==> src/rtl/car_pkg.sv <==
// ---------------------------------------------------------------------------
// car_pkg -- shared definitions for the car motor driver.
//   state_t          : controller states (IDLE, FWD, TURN_L, TURN_R, SETTLE)
//   DIR_FWD/DIR_REV  : motor direction encodings
//   DEF_*            : default parameter values
//   multi_hot()      : true when two or more steering commands are active
// ---------------------------------------------------------------------------
package car_pkg;

  typedef enum logic [2:0] {
    ST_IDLE   = 3'd0,
    ST_FWD    = 3'd1,
    ST_TURN_L = 3'd2,
    ST_TURN_R = 3'd3,
    ST_SETTLE = 3'd4
  } state_t;

  localparam logic DIR_FWD = 1'b1;
  localparam logic DIR_REV = 1'b0;

  localparam int DEF_TURN_CYCLES = 8;
  localparam int DEF_PWM_PERIOD  = 16;
  localparam int DEF_FWD_DUTY    = 12;

  function automatic logic multi_hot(input logic a, input logic b, input logic c);
    return (a & b) | (a & c) | (b & c);
  endfunction

endpackage

==> src/rtl/car_motor_drv_if.sv <==
// ---------------------------------------------------------------------------
// car_motor_drv_if -- steering commands in, motor drive and status out.
//   go_front/go_left/go_right : steering commands (driven by the master)
//   motor_l_en/motor_l_dir    : left motor enable / direction (1 = forward)
//   motor_r_en/motor_r_dir    : right motor enable / direction (1 = forward)
//   busy                      : turn or settle in progress, commands ignored
//   cmd_err                   : one-cycle pulse on a multi-hot command
// ---------------------------------------------------------------------------
interface car_motor_drv_if;
  logic go_front;
  logic go_left;
  logic go_right;
  logic motor_l_en;
  logic motor_l_dir;
  logic motor_r_en;
  logic motor_r_dir;
  logic busy;
  logic cmd_err;

  modport master (
    output go_front, go_left, go_right,
    input  motor_l_en, motor_l_dir, motor_r_en, motor_r_dir, busy, cmd_err
  );

  modport slave (
    input  go_front, go_left, go_right,
    output motor_l_en, motor_l_dir, motor_r_en, motor_r_dir, busy, cmd_err
  );
endinterface

==> src/rtl/car_pwm.sv <==
// ---------------------------------------------------------------------------
// car_pwm -- forward-motion PWM generator.
//   clk     : clock
//   rst_n   : asynchronous active-low reset
//   run     : high when the controller will be in FWD after this edge
//   pwm_out : registered PWM level for the cycle following the edge
// The counter restarts at 0 on the first FWD cycle and keeps running while
// run stays high on consecutive edges.
// ---------------------------------------------------------------------------
module car_pwm
  import car_pkg::*;
#(
  parameter int PWM_PERIOD = DEF_PWM_PERIOD,
  parameter int FWD_DUTY   = DEF_FWD_DUTY
) (
  input  logic clk,
  input  logic rst_n,
  input  logic run,
  output logic pwm_out
);

  localparam int CNT_W = $clog2(PWM_PERIOD);

  logic [CNT_W-1:0] cnt;
  logic [CNT_W-1:0] cnt_nxt;
  logic             active;

  // Count value that will be current after the edge; a fresh FWD entry
  // (active low last cycle) starts the period from zero.
  always_comb begin
    cnt_nxt = '0;
    if (run && active) begin
      cnt_nxt = (cnt == CNT_W'(PWM_PERIOD - 1)) ? '0 : cnt + CNT_W'(1);
    end
  end

  always_ff @(posedge clk or negedge rst_n) begin
    if (!rst_n) begin
      cnt     <= '0;
      active  <= 1'b0;
      pwm_out <= 1'b0;
    end else begin
      cnt     <= cnt_nxt;
      active  <= run;
      pwm_out <= run && (int'(cnt_nxt) < FWD_DUTY);
    end
  end

endmodule

==> src/rtl/car_motor_drv.sv <==
// ---------------------------------------------------------------------------
// car_motor_drv -- steering controller for a two-motor car.
//   clk   : clock, all state changes on the rising edge
//   rst_n : asynchronous active-low reset
//   bus   : car_motor_drv_if.slave (go_* commands in, motor drive/status out)
// Commands are acted on from IDLE/FWD only. A turn drives both motors in
// opposite directions for TURN_CYCLES cycles, then a one-cycle SETTLE with
// motors off precedes the return to IDLE.
// ---------------------------------------------------------------------------
module car_motor_drv
  import car_pkg::*;
#(
  parameter int TURN_CYCLES = DEF_TURN_CYCLES,
  parameter int PWM_PERIOD  = DEF_PWM_PERIOD,
  parameter int FWD_DUTY    = DEF_FWD_DUTY
) (
  input  logic           clk,
  input  logic           rst_n,
  car_motor_drv_if.slave bus
);

  localparam int TC_W = (TURN_CYCLES > 1) ? $clog2(TURN_CYCLES) : 1;

  state_t          state;
  state_t          state_nxt;
  logic [TC_W-1:0] turn_cnt;
  logic [TC_W-1:0] turn_cnt_nxt;
  logic            err_nxt;

  logic turn_en_q;
  logic l_dir_q;
  logic r_dir_q;
  logic busy_q;
  logic err_q;
  logic pwm_out;
  logic pwm_run;

  always_comb begin
    state_nxt    = state;
    turn_cnt_nxt = '0;
    err_nxt      = 1'b0;
    case (state)
      ST_IDLE, ST_FWD: begin
        if (multi_hot(bus.go_front, bus.go_left, bus.go_right)) begin
          state_nxt = ST_IDLE;
          err_nxt   = 1'b1;
        end else if (bus.go_front) begin
          state_nxt = ST_FWD;
        end else if (bus.go_left) begin
          state_nxt = ST_TURN_L;
        end else if (bus.go_right) begin
          state_nxt = ST_TURN_R;
        end else begin
          state_nxt = ST_IDLE;
        end
      end
      ST_TURN_L, ST_TURN_R: begin
        if (turn_cnt == TC_W'(TURN_CYCLES - 1)) begin
          state_nxt = ST_SETTLE;
        end else begin
          turn_cnt_nxt = turn_cnt + TC_W'(1);
        end
      end
      // Commands seen on the edge leaving SETTLE are deliberately dropped.
      ST_SETTLE: state_nxt = ST_IDLE;
      default:   state_nxt = ST_IDLE;
    endcase
  end

  // Outputs are computed from the next state so they update on the same
  // edge as the state register.
  always_ff @(posedge clk or negedge rst_n) begin
    if (!rst_n) begin
      state     <= ST_IDLE;
      turn_cnt  <= '0;
      turn_en_q <= 1'b0;
      l_dir_q   <= DIR_FWD;
      r_dir_q   <= DIR_FWD;
      busy_q    <= 1'b0;
      err_q     <= 1'b0;
    end else begin
      state     <= state_nxt;
      turn_cnt  <= turn_cnt_nxt;
      turn_en_q <= (state_nxt == ST_TURN_L) || (state_nxt == ST_TURN_R);
      l_dir_q   <= (state_nxt == ST_TURN_L) ? DIR_REV : DIR_FWD;
      r_dir_q   <= (state_nxt == ST_TURN_R) ? DIR_REV : DIR_FWD;
      busy_q    <= (state_nxt == ST_TURN_L) || (state_nxt == ST_TURN_R) ||
                   (state_nxt == ST_SETTLE);
      err_q     <= err_nxt;
    end
  end

  assign pwm_run = (state_nxt == ST_FWD);

  car_pwm #(
    .PWM_PERIOD (PWM_PERIOD),
    .FWD_DUTY   (FWD_DUTY)
  ) u_pwm (
    .clk     (clk),
    .rst_n   (rst_n),
    .run     (pwm_run),
    .pwm_out (pwm_out)
  );

  // turn_en_q and pwm_out are both flops and never high together, so the
  // OR only changes at clock edges (or asynchronously to 0 on reset).
  assign bus.motor_l_en  = turn_en_q | pwm_out;
  assign bus.motor_r_en  = turn_en_q | pwm_out;
  assign bus.motor_l_dir = l_dir_q;
  assign bus.motor_r_dir = r_dir_q;
  assign bus.busy        = busy_q;
  assign bus.cmd_err     = err_q;

endmodule

==> src/flat_wrapper.sv <==
// flat-port wrapper written by rule: the top's interface ports become plain ports
module car_motor_drv_flat import car_pkg::*;
#(
  parameter int TURN_CYCLES = DEF_TURN_CYCLES,
  parameter int PWM_PERIOD  = DEF_PWM_PERIOD,
  parameter int FWD_DUTY    = DEF_FWD_DUTY
)
  (clk, rst_n, bus_go_front, bus_go_left, bus_go_right, bus_motor_l_en, bus_motor_l_dir, bus_motor_r_en, bus_motor_r_dir, bus_busy, bus_cmd_err);
  car_motor_drv_if bus_i ();
  input  logic clk;
  input  logic rst_n;
  input wire logic [$bits(bus_i.go_front)-1:0] bus_go_front;
  input wire logic [$bits(bus_i.go_left)-1:0] bus_go_left;
  input wire logic [$bits(bus_i.go_right)-1:0] bus_go_right;
  output wire logic [$bits(bus_i.motor_l_en)-1:0] bus_motor_l_en;
  output wire logic [$bits(bus_i.motor_l_dir)-1:0] bus_motor_l_dir;
  output wire logic [$bits(bus_i.motor_r_en)-1:0] bus_motor_r_en;
  output wire logic [$bits(bus_i.motor_r_dir)-1:0] bus_motor_r_dir;
  output wire logic [$bits(bus_i.busy)-1:0] bus_busy;
  output wire logic [$bits(bus_i.cmd_err)-1:0] bus_cmd_err;
  assign bus_i.go_front = bus_go_front;
  assign bus_i.go_left = bus_go_left;
  assign bus_i.go_right = bus_go_right;
  assign bus_motor_l_en = bus_i.motor_l_en;
  assign bus_motor_l_dir = bus_i.motor_l_dir;
  assign bus_motor_r_en = bus_i.motor_r_en;
  assign bus_motor_r_dir = bus_i.motor_r_dir;
  assign bus_busy = bus_i.busy;
  assign bus_cmd_err = bus_i.cmd_err;
  car_motor_drv #(.TURN_CYCLES(TURN_CYCLES), .PWM_PERIOD(PWM_PERIOD), .FWD_DUTY(FWD_DUTY)) u_core (.clk(clk), .rst_n(rst_n), .bus(bus_i));
endmodule
==> config.mk <==
export PLATFORM = sky130hd
export DESIGN_NAME = car_motor_drv_flat
export DESIGN_NICKNAME = d
export VERILOG_FILES = /design/src/rtl/car_pkg.sv /design/src/rtl/car_motor_drv_if.sv /design/src/rtl/car_pwm.sv /design/src/rtl/car_motor_drv.sv /design/src/flat_wrapper.sv
export SDC_FILE = /design/constraint.sdc
export NUM_CORES = 1
export LEC_CHECK = 0
export ABC_AREA = 1
export CAP_MARGIN = 0
export CORE_UTILIZATION = 49
export CTS_BUF_LIST = sky130_fd_sc_hd__clkbuf_2 sky130_fd_sc_hd__clkbuf_4 sky130_fd_sc_hd__clkbuf_8
export DETAILED_ROUTE_END_ITERATION = 8
export PLACE_DENSITY = 0.8
export SYNTH_ARGS = -nofsm -noshare
export SYNTH_HDL_FRONTEND = slang
export SYNTH_SLANG_ARGS = --single-unit
export TNS_END_PERCENT = 20
==> constraint.sdc <==
create_clock -name clk -period 1.4 [get_ports clk]
set_input_delay 0.28 -clock clk [delete_from_list [all_inputs] [get_ports clk]]
set_output_delay 0.28 -clock clk [all_outputs]
set_load 0.02 [all_outputs]
==> flow_summary.yaml, run 1 <==
run_status:
  status: "finished, final reports clean"
yosys:
  synth_top_family_by_area: "simple AND/OR/NAND/NOR gates"
  synth-seq-cells: 17
  synth.area.mux_share_pct: 0
  ys.flop_type: "dfrtp_1"
  synth.area.top_cells: "dfrtp_1 (48%), nand2_1 (7.3%), dfstp_2 (6.8%)"
  yosys.area.top_type: "dfrtp_1"
  synthXorXnorAreaFrac_pct: 0
  synth_compound_area_share_pct: 2.10
  yosys.area_share.simple_pct: 30.2
  netlist_top_cells_count: "dfrtp_1 (15), nand2_1 (15), inv_1 (13)"
  synth_edf_count: 0
  synth.top_cell.area_share_pct: 48.4
  synth_area_um2: 776
  syn_nets: 86
  synth_area_per_cell_um2: 9.95
  synth-adder-area-share_pct: 4.84
  synth-seq-area-share_pct: 55.2
  ys_warn_count: 0
  synthDistinctLibCells: 21
  synthCells: 78
  synth-async-reset-ratio_pct: 100
sta:
  slew_headroom_pct: 86.4
  tns_ps: 0
  tightest_slew_ps: 203
  skew_ps: 3.55
  finalSetupViolations: 0
  rsz0062_at_grt: "yes"
  maxSlewViolCount: 0
  fin_crit_sh_pct: 97.2
  max_freq_mhz: 735
  hold_viol_final: 0
  period_needed_ps: 1360
  setup_ws_ps: 39.0
drt:
  drc: 0
  dr.pass1.iters: 4
  drt_iter0_drc: 7
  vias_per_cell: 4.95
  routed_wl_mm: 1.28
  postRouteAntennaNets: 0
  via_count: 549
  post_drt_wl_per_cell_um: 11.6
placed_design:
  numPortBuffers: 10
  dp_hpwl_mm: 1.00
  post-place-ws_ps: -87.3
  place.gp.congestion: 0.707
setup_path:
  endpoint_kind: "primary output"
  criticalPathCategory: "reg2out"
  path_cells: "clkdlybuf4s15_2"
  worstPathArrival_ps: 1080
  cp_top_family: "flip-flops"
  slowest_delay_ps: 540
  required_ps: 1120
  critPathBufInv: 1
  cp-start-kind: "flop"
  crit_slowest_cell: "dfstp_2"
  cp_max_fo: 1
clocking:
  clk_path_buf_depth: 2
  holdBufCountCts: 0
  clk_pin_slew_worst_paths_ps: 100
  h-tree-depth: 1
  cts_num_sinks: 17
  post_cts_buffers: 0
  cts_tree: "yes"
  clockRootBuffer: "clkbuf_4"
  clock_latency_ps: 290
  numCtsBuffers: 3
floorplan:
  boundaryPins: 11
  die_x_um: 41.8
  rows: 13
  core_area_um2: 1380
  start_util_pct: 56.1
  die_height_um: 41.8
  fp.dieArea_um2: 1750
cells_and_area:
  fin_nets: 105
  fin_util_pct: 70.1
  diodes: 0
  regArea_um2: 428
  n_fill_cell: 105
  drive_above_1_share_pct: 29.2
  syn_to_final_growth_pct: 25.0
  multi_input_area_um2: 305
global_routing:
  grt_pass1_wl_mm: 2.19
  antenna_found_initial: 0
  grt-ovfl-total: 0
  grt_max_degree: 18
  grt_pass1_vias: 537
  gr-usage-all-layers_pct: 17.0
pwr:
  p_int_uw: 1110
  finalPower_uw: 1750
  power.density_nw_per_um2: 1800
  comb_power_share_pct: 43.2
  worst_ir_drop_vdd_v: 0.00107
  leakagePower_uw: 0.000506
  pwr-share-clk_pct: 15.0
  pwr-share-seq_pct: 41.8
  p_sw_uw: 644
  p_sw_share_pct: 36.8
run:
  cap_viol_max_count: 0
worst_hold_path:
  holdCritPathClass: "in2async"
[what timing repair did]
item	CTS	global route
pin swaps	0	6
endpoints found under the setup margin	14	9
resized for setup	18	7
[stage by stage]
stage | instance area (um^2) | cells | hold slack, ps
after floorplan | 776 | 78 | -15.6
after global placement | 925 | 107 | 423
after detailed placement | 925 | 107 | 437
after CTS | 956 | 111 | 288
after global routing | 970 | 111 | 313
final | 970 | 111 | 287
[kinds of logic after synthesis]
kind of cell	count (synthesis)
adders and majority gates	3
and+or+nand+nor	40
AOI/OAI and AO/OA	3
buffers and inverters	15
DFF	17
[power by group through the flow]
| stage | sequential, uW | clock (uW) | combinational [uW] |
|---|---|---|---|
| 6_report | 731 | 262 | 757 |
| 5_1_grt | 749 | 292 | 819 |
| 4_1_cts | 731 | 271 | 710 |
| 3_5_place_dp | 737 | 0 | 740 |
| 3_3_place_gp | 729 | 0 | 707 |
| 2_1_floorplan | 786 | 0 | 411 |
[sequential cells by signal, indices dropped and copies added, names as in the netlist]
name                    flops
u_core.u_pwm.pwm_out        1
u_core.bus.motor_r_dir      1
u_core.u_pwm.active         1
u_core.u_pwm.cnt            4
u_core.bus.busy             1
u_core.state                3
u_core.turn_cnt             3
u_core.bus.cmd_err          1
u_core.bus.motor_l_dir      1
u_core.turn_en_q            1
[cell type report]
type / instances / area share (%)
Sequential cell: 17 / 44.1
Multi-Input combinational cell: 46 / 31.5
Timing Repair Buffer: 15 / 14.2
Inverter: 14 / 5.42
Clock buffer: 3 / 2.32
Tap cell: 15 / 1.94
Clock inverter: 1 / 0.516
[layer usage]
| metal | part of all wire [%] | global-route usage (%) |
|---|---|---|
| met4 | 1.5 | 7.74 |
| met3 | 4.8 | 3.04 |
| met5 | 0 | 0 |
| met1 | 44 | 19.4 |
| met2 | 50 | 30.6 |
[final timing paths]
check	startpoint	to	slack, ps	depth (start not counted)
min in group clk	u_core.turn_cnt[0]	u_core.turn_cnt[0]	450	1
worst min register to register	u_core.turn_cnt[0]	u_core.turn_cnt[0]	450	1
max in group asynchronous	rst_n	u_core.bus.motor_r_dir	860	2
worst min-delay path	rst_n	u_core.bus.cmd_err	290	2
worst max register to register	u_core.turn_cnt[0]	u_core.u_pwm.pwm_out	70	7
worst max-delay path	u_core.bus.motor_l_dir	bus_motor_l_dir	40	1
[placed cells by master (no fill, tap or decap), types with 2 or more instances in the layout]
master and instances:
nand2_1 15, dfrtp_1 15, dlygate4sd2_1 2, clkbuf_4 3
nor2_1 11, inv_1 13, buf_4 4, nand2_4 3
dfstp_2 2, nand3_1 2, nor3_2 2, buf_6 3
clkdlybuf4s50_1 4
No activity file was read; power rests on OpenSTA's default activity.
==> run 2, diff against run 1 <==
Settings changed: SETUP_SLACK_MARGIN set to 0.2.
==> flow_summary.yaml, run 2 (synthesis results as in run 1) <==
setup_path:
  worstPathArrival_ps: 1040
  criticalPathCategory: "reg2out"
  endpoint_kind: "primary output"
  worstRegToRegCells: 7
  required_ps: 1120
  cp-start-kind: "flop"
  cp_max_fo: 2
  cp-startpoint: "u_core.turn_en_q"
  rr_startpoint: "u_core.turn_cnt[0]"
drt:
  post_drt_wl_per_cell_um: 11.8
  drc: 0
  vias_per_cell: 4.95
  dr.pass1.iters: 3
  postRouteAntennaNets: 0
  drt_iter0_drc: 13
  routed_wl_mm: 1.33
  via_count: 554
cells_and_area:
  multi_input_area_um2: 305
  n_fill_cell: 103
  drive_above_1_share_pct: 29.9
  syn_to_final_growth_pct: 25.0
  regArea_um2: 428
  finalInstanceArea_um2: 970
  reg_top3: "u_core.u_pwm.cnt (4), u_core.state (3), u_core.turn_cnt (3)"
  largest_register: "u_core.u_pwm.cnt"
  fin_util_pct: 70.1
  stdcell_count: 112
  largest_reg_flops: 4
  diodes: 0
  layout_common_cells: "nand2_1 (15), dfrtp_1 (15), inv_1 (13)"
  fin_nets: 106
floorplan:
  fp.dieArea_um2: 1750
  start_util_pct: 56.1
  die_height_um: 41.8
  core_area_um2: 1380
  die_x_um: 41.8
  rows: 13
  boundaryPins: 11
placed_design:
  placed_area_um2: 917
  dp_hpwl_mm: 1.01
  post-place-ws_ps: -86.1
  place.gp.congestion: 0.724
  placed_cells: 104
  numPortBuffers: 10
sta:
  period_needed_ps: 1320
  skew_ps: 3.68
  maxSlewViolCount: 0
  finalSetupViolations: 0
  rsz0062_at_grt: "yes"
  slew_headroom_pct: 81.9
  fin_crit_sh_pct: 94.5
  hold_viol_final: 0
  max_freq_mhz: 756
  setup_ws_ps: 76.9
  tightest_slew_ps: 271
clocking:
  numCtsBuffers: 3
  clockRootBuffer: "clkbuf_4"
  clk_pin_slew_worst_paths_ps: 90
  cts_tree: "yes"
  holdBufCountCts: 0
  clock_latency_ps: 290
  h-tree-depth: 1
  clk_path_buf_depth: 2
  cts_num_sinks: 17
pwr:
  finalPower_uw: 1770
  power.density_nw_per_um2: 1820
  leakagePower_uw: 0.000508
  worst_ir_drop_vdd_v: 0.00142
global_routing:
  grt-ovfl-total: 0
  grt_max_degree: 12
  grt_pass1_vias: 562
  grt_pass1_wl_mm: 2.35
  antenna_found_initial: 0
  gr-usage-all-layers_pct: 18.0
worst_hold_path:
  holdCritPathClass: "in2async"
run_status:
  status: "finished, final reports clean"
run:
  cap_viol_max_count: 0
[run 2: cell types whose count changed in the layout (fill, tap and decap cells not counted)]
| cell | delta |
|---|---|
| buf_2 | +2 |
| buf_4 | +2 |
| buf_6 | -1 |
| clkbuf_2 | -1 |
| clkbuf_4 | +1 |
| clkdlybuf4s15_2 | -1 |
| clkinv_2 | -1 |
[run 2: where the power goes]
| part | internal [uW] | switching, uW |
|---|---|---|
| sequential | 651 | 82.4 |
| combinational | 347 | 410 |
| clock | 130 | 145 |
[run 2: area by class of cell]
type                            instances  share of cell area [%]
Timing Repair Buffer                   16                    13.9
Tap cell                               15                    1.94
Inverter                               14                    5.42
Multi-Input combinational cell         46                    31.5
Sequential cell                        17                    44.1
Clock buffer                            4                    3.10
[run 2: timing repair]
item / CTS / global route
pin swaps: 1 / 0
gates cloned: 0 / 0
setup endpoints to repair: 12 / 14
gates resized for setup: 23 / 0
setup buffers: 0 / 4
[run 2: metal layers]
layer	vias to the layer above	GRT usage [%]	part of all wire, %
met5	-	0	0
met1	258	21.0	41
met2	13	31.3	53
li1	278	-	-
met4	0	7.74	2.0
met3	5	4.35	3.2
[run 2: metrics by stage]
step                hold slack (ps)  setup TNS (ps)
finish                          225               0
global route                    242               0
CTS                             230               0
detailed placement              440            -647
global placement                438            -218
floorplan                     -15.6               0
[run 2: final timing paths]
| check | endpoint | slack (ps) |
|---|---|---|
| worst min-delay path | u_core.u_pwm.cnt[2] | 230 |
| worst min register to register | u_core.turn_cnt[0] | 450 |
| max in group asynchronous | u_core.turn_cnt[2] | 730 |
| min in group clk | u_core.turn_cnt[0] | 450 |
| worst max register to register | u_core.u_pwm.pwm_out | 90 |
| worst max-delay path | bus_motor_l_en | 80 |
[run 2: worst max-delay path, stage by stage, from the launching register on]
cell and delay, ps:
dfrtp_1 370, or2_4 260, buf_6 130
==> patch: new RTL, settings of run 2 <==
Set the package constant `DEF_TURN_CYCLES` to 4 (it was 8).
--- a/src/rtl/car_pkg.sv
+++ b/src/rtl/car_pkg.sv
@@ -18,7 +18,7 @@
   localparam logic DIR_FWD = 1'b1;
   localparam logic DIR_REV = 1'b0;
 
-  localparam int DEF_TURN_CYCLES = 8;
+  localparam int DEF_TURN_CYCLES = 4;
   localparam int DEF_PWM_PERIOD  = 16;
   localparam int DEF_FWD_DUTY    = 12;
 
Formal check against the unedited RTL: not equivalent (a bounded check fails within 10 cycles, from zero or initial values and one cycle with rst_n low).
==> patch against run 2 <==
Sequential share of layout area is 1.3 points lower. Synthesized area is 10% lower. Worst setup slack worse by 7.5 ps. Maximum frequency is 0.56% lower. Power is 3.9% higher. Clock skew is 1.7 ps lower. Hold slack better by 73 ps. Routed wire length is 6.3% lower. Synthesized cell count is 6.4% lower. Final area is 3.0% lower. Sequential cell count is 1 lower. Critical endpoint is now bus_motor_r_en. Largest cell class unchanged. Highest routed layer unchanged.
==> patch: results (changes against run 2) <==
Final layout
  • Post-Layout Cell Count: 111 (-0.89%)
  • Fraction of layout cells with a size suffix above 1: 43.8% (+14 points)
  • Regs by FF count: u_core.u_pwm.cnt: 4 flops, u_core.state: 3 flops, u_core.turn_cnt: 2 flops

Global route
  • Total Routing Usage GR: 17.7% (-0.34 points)
  • Largest net degree at the start of global routing: 17 (+5)
  • Vias in the first global route: 487 (-13%)
  • First-pass GRT wire length: 1770 um (-25%)

Detailed routing
  • Metal-1 WL: 515 um (-6.0%)
  • Vias per cell: 4.70 (-4.9%)
  • Met3 wire len: 37 um (-12%)
  • DRT Pass-1 Iters: 2 (-1)
  • Met2 wire length: 650 um (-7.9%)
  • 1st-iter DRT viols: 1 (-12)
  • Mean routed wirelength per cell: 11.2 um (-5.4%)

Timing
  • Clock Skew: 2.00 ps (-1.68 ps)
  • Slew headroom: 86.7% (+4.8 points)

Pwr
  • Internal Power: 1.21 mW (+7.2%)
  • P_leak: 0.502 nW (-1.2%)
  • Maximum vdd ir drop: 1310 uV (-8.0%)

Placed design
  • Post-DP HPWL: 821 um (-19%)
  • Post-DP Area: 840 um^2 (-8.5%)
  • Placer Congestion: 0.822 (+13%)
  • Placed Cells: 101 (-2.9%)

Clocking
  • Clk root buf: clkbuf_4
  • CTS clock-pin slew for the worst setup and hold paths: 90 ps (about the same)

Synth
  • Post-synth top cells: 14 x dfrtp_1, 12 x inv_1, 12 x nor2_1
  • Synth top area cells: dfrtp_1 50%, dfstp_2 7.5%, inv_1 6.5%
  • Average size of a mapped cell: 9.56 um^2 (-3.8%)
  • Cell variety after synth: 19 (-9.5%)
  • Sequential area share after synthesis: 57.7% (+2.5 points)
  • Syn nets: 80 (-7.0%)

Outcome
  • Run status: completed
==> patch: kinds of logic (layout without fill, tap and decap cells) <==
logic type               Yosys count  after routing  synth area share [%]
AND/OR/NAND/NOR                   37             37                  26.3
adder cells (fa/ha/maj)            2              2                  3.58
AO/OA/AOI/OAI                      4              4                  4.30
flip-flops                        16             16                  57.7
buffers and inverters             14             37                  8.06
==> patch: worst paths after layout <==
kind / startpoint / end / slack [ps] / cells after the start
setup reg to reg: u_core.turn_cnt[0]$_DFF_PN0_ / u_core.bus.busy$_DFF_PN0_ / 180 / 5
setup / recovery: u_core.u_pwm.pwm_out$_DFF_PN0_ / bus_motor_r_en / 70 / 2
hold reg to reg: u_core.u_pwm.active$_DFF_PN0_ / u_core.u_pwm.pwm_out$_DFF_PN0_ / 480 / 1
min in group clk: bus_go_left / u_core.turn_en_q$_DFF_PN0_ / 430 / 4
hold / removal: rst_n / u_core.u_pwm.pwm_out$_DFF_PN0_ / 300 / 2
max in group asynchronous: rst_n / u_core.bus.motor_r_dir$_DFF_PN1_ / 860 / 2
==> patch: metrics by stage <==
step                power (mW)  setup WS, ps
finish                    1.84          69.4
global route              1.95          28.6
CTS                       1.68          79.5
detailed placement        1.40         -99.5
global placement          1.38         -70.9
floorplan                 1.12           229
==> patch: per-layer routing <==
metal,up-vias,global-route usage [%]
met5,-,0
met4,0,16.4
met3,4,2.27
met2,8,32.0
met1,241,16.7
li1,269,-
==> patch: repair_timing <==
action                     CTS  global route
setup buffers                0             6
hold buffers                 0             0
resized for setup           23            11
setup endpoints to repair   12            16
pin swaps                    0             5
==> patch: layout make-up <==
class | instances | area [um^2]
timing repair buffer | 20 | 170
fill | 97 | 377
multi-input combinational | 43 | 264
inverter | 13 | 48.8
sequential | 16 | 403
tap | 15 | 18.8
clock buffer | 4 | 36.3
==> patch: power by group through the flow <==
stage               sequential, mW  combinational [mW]  clock (mW)
floorplan                    0.745               0.373           0
global placement             0.681               0.699           0
detailed placement           0.686               0.713           0
CTS                          0.676               0.697       0.304
global route                 0.700               0.914       0.338
finish                       0.687               0.843       0.305
==> patch: critical path, delay by kind of cell, from the launching register on <==
family / cells / cell delay [ps]
flops: 1 / 380
buf+inv: 1 / 130
simple gates: 1 / 260
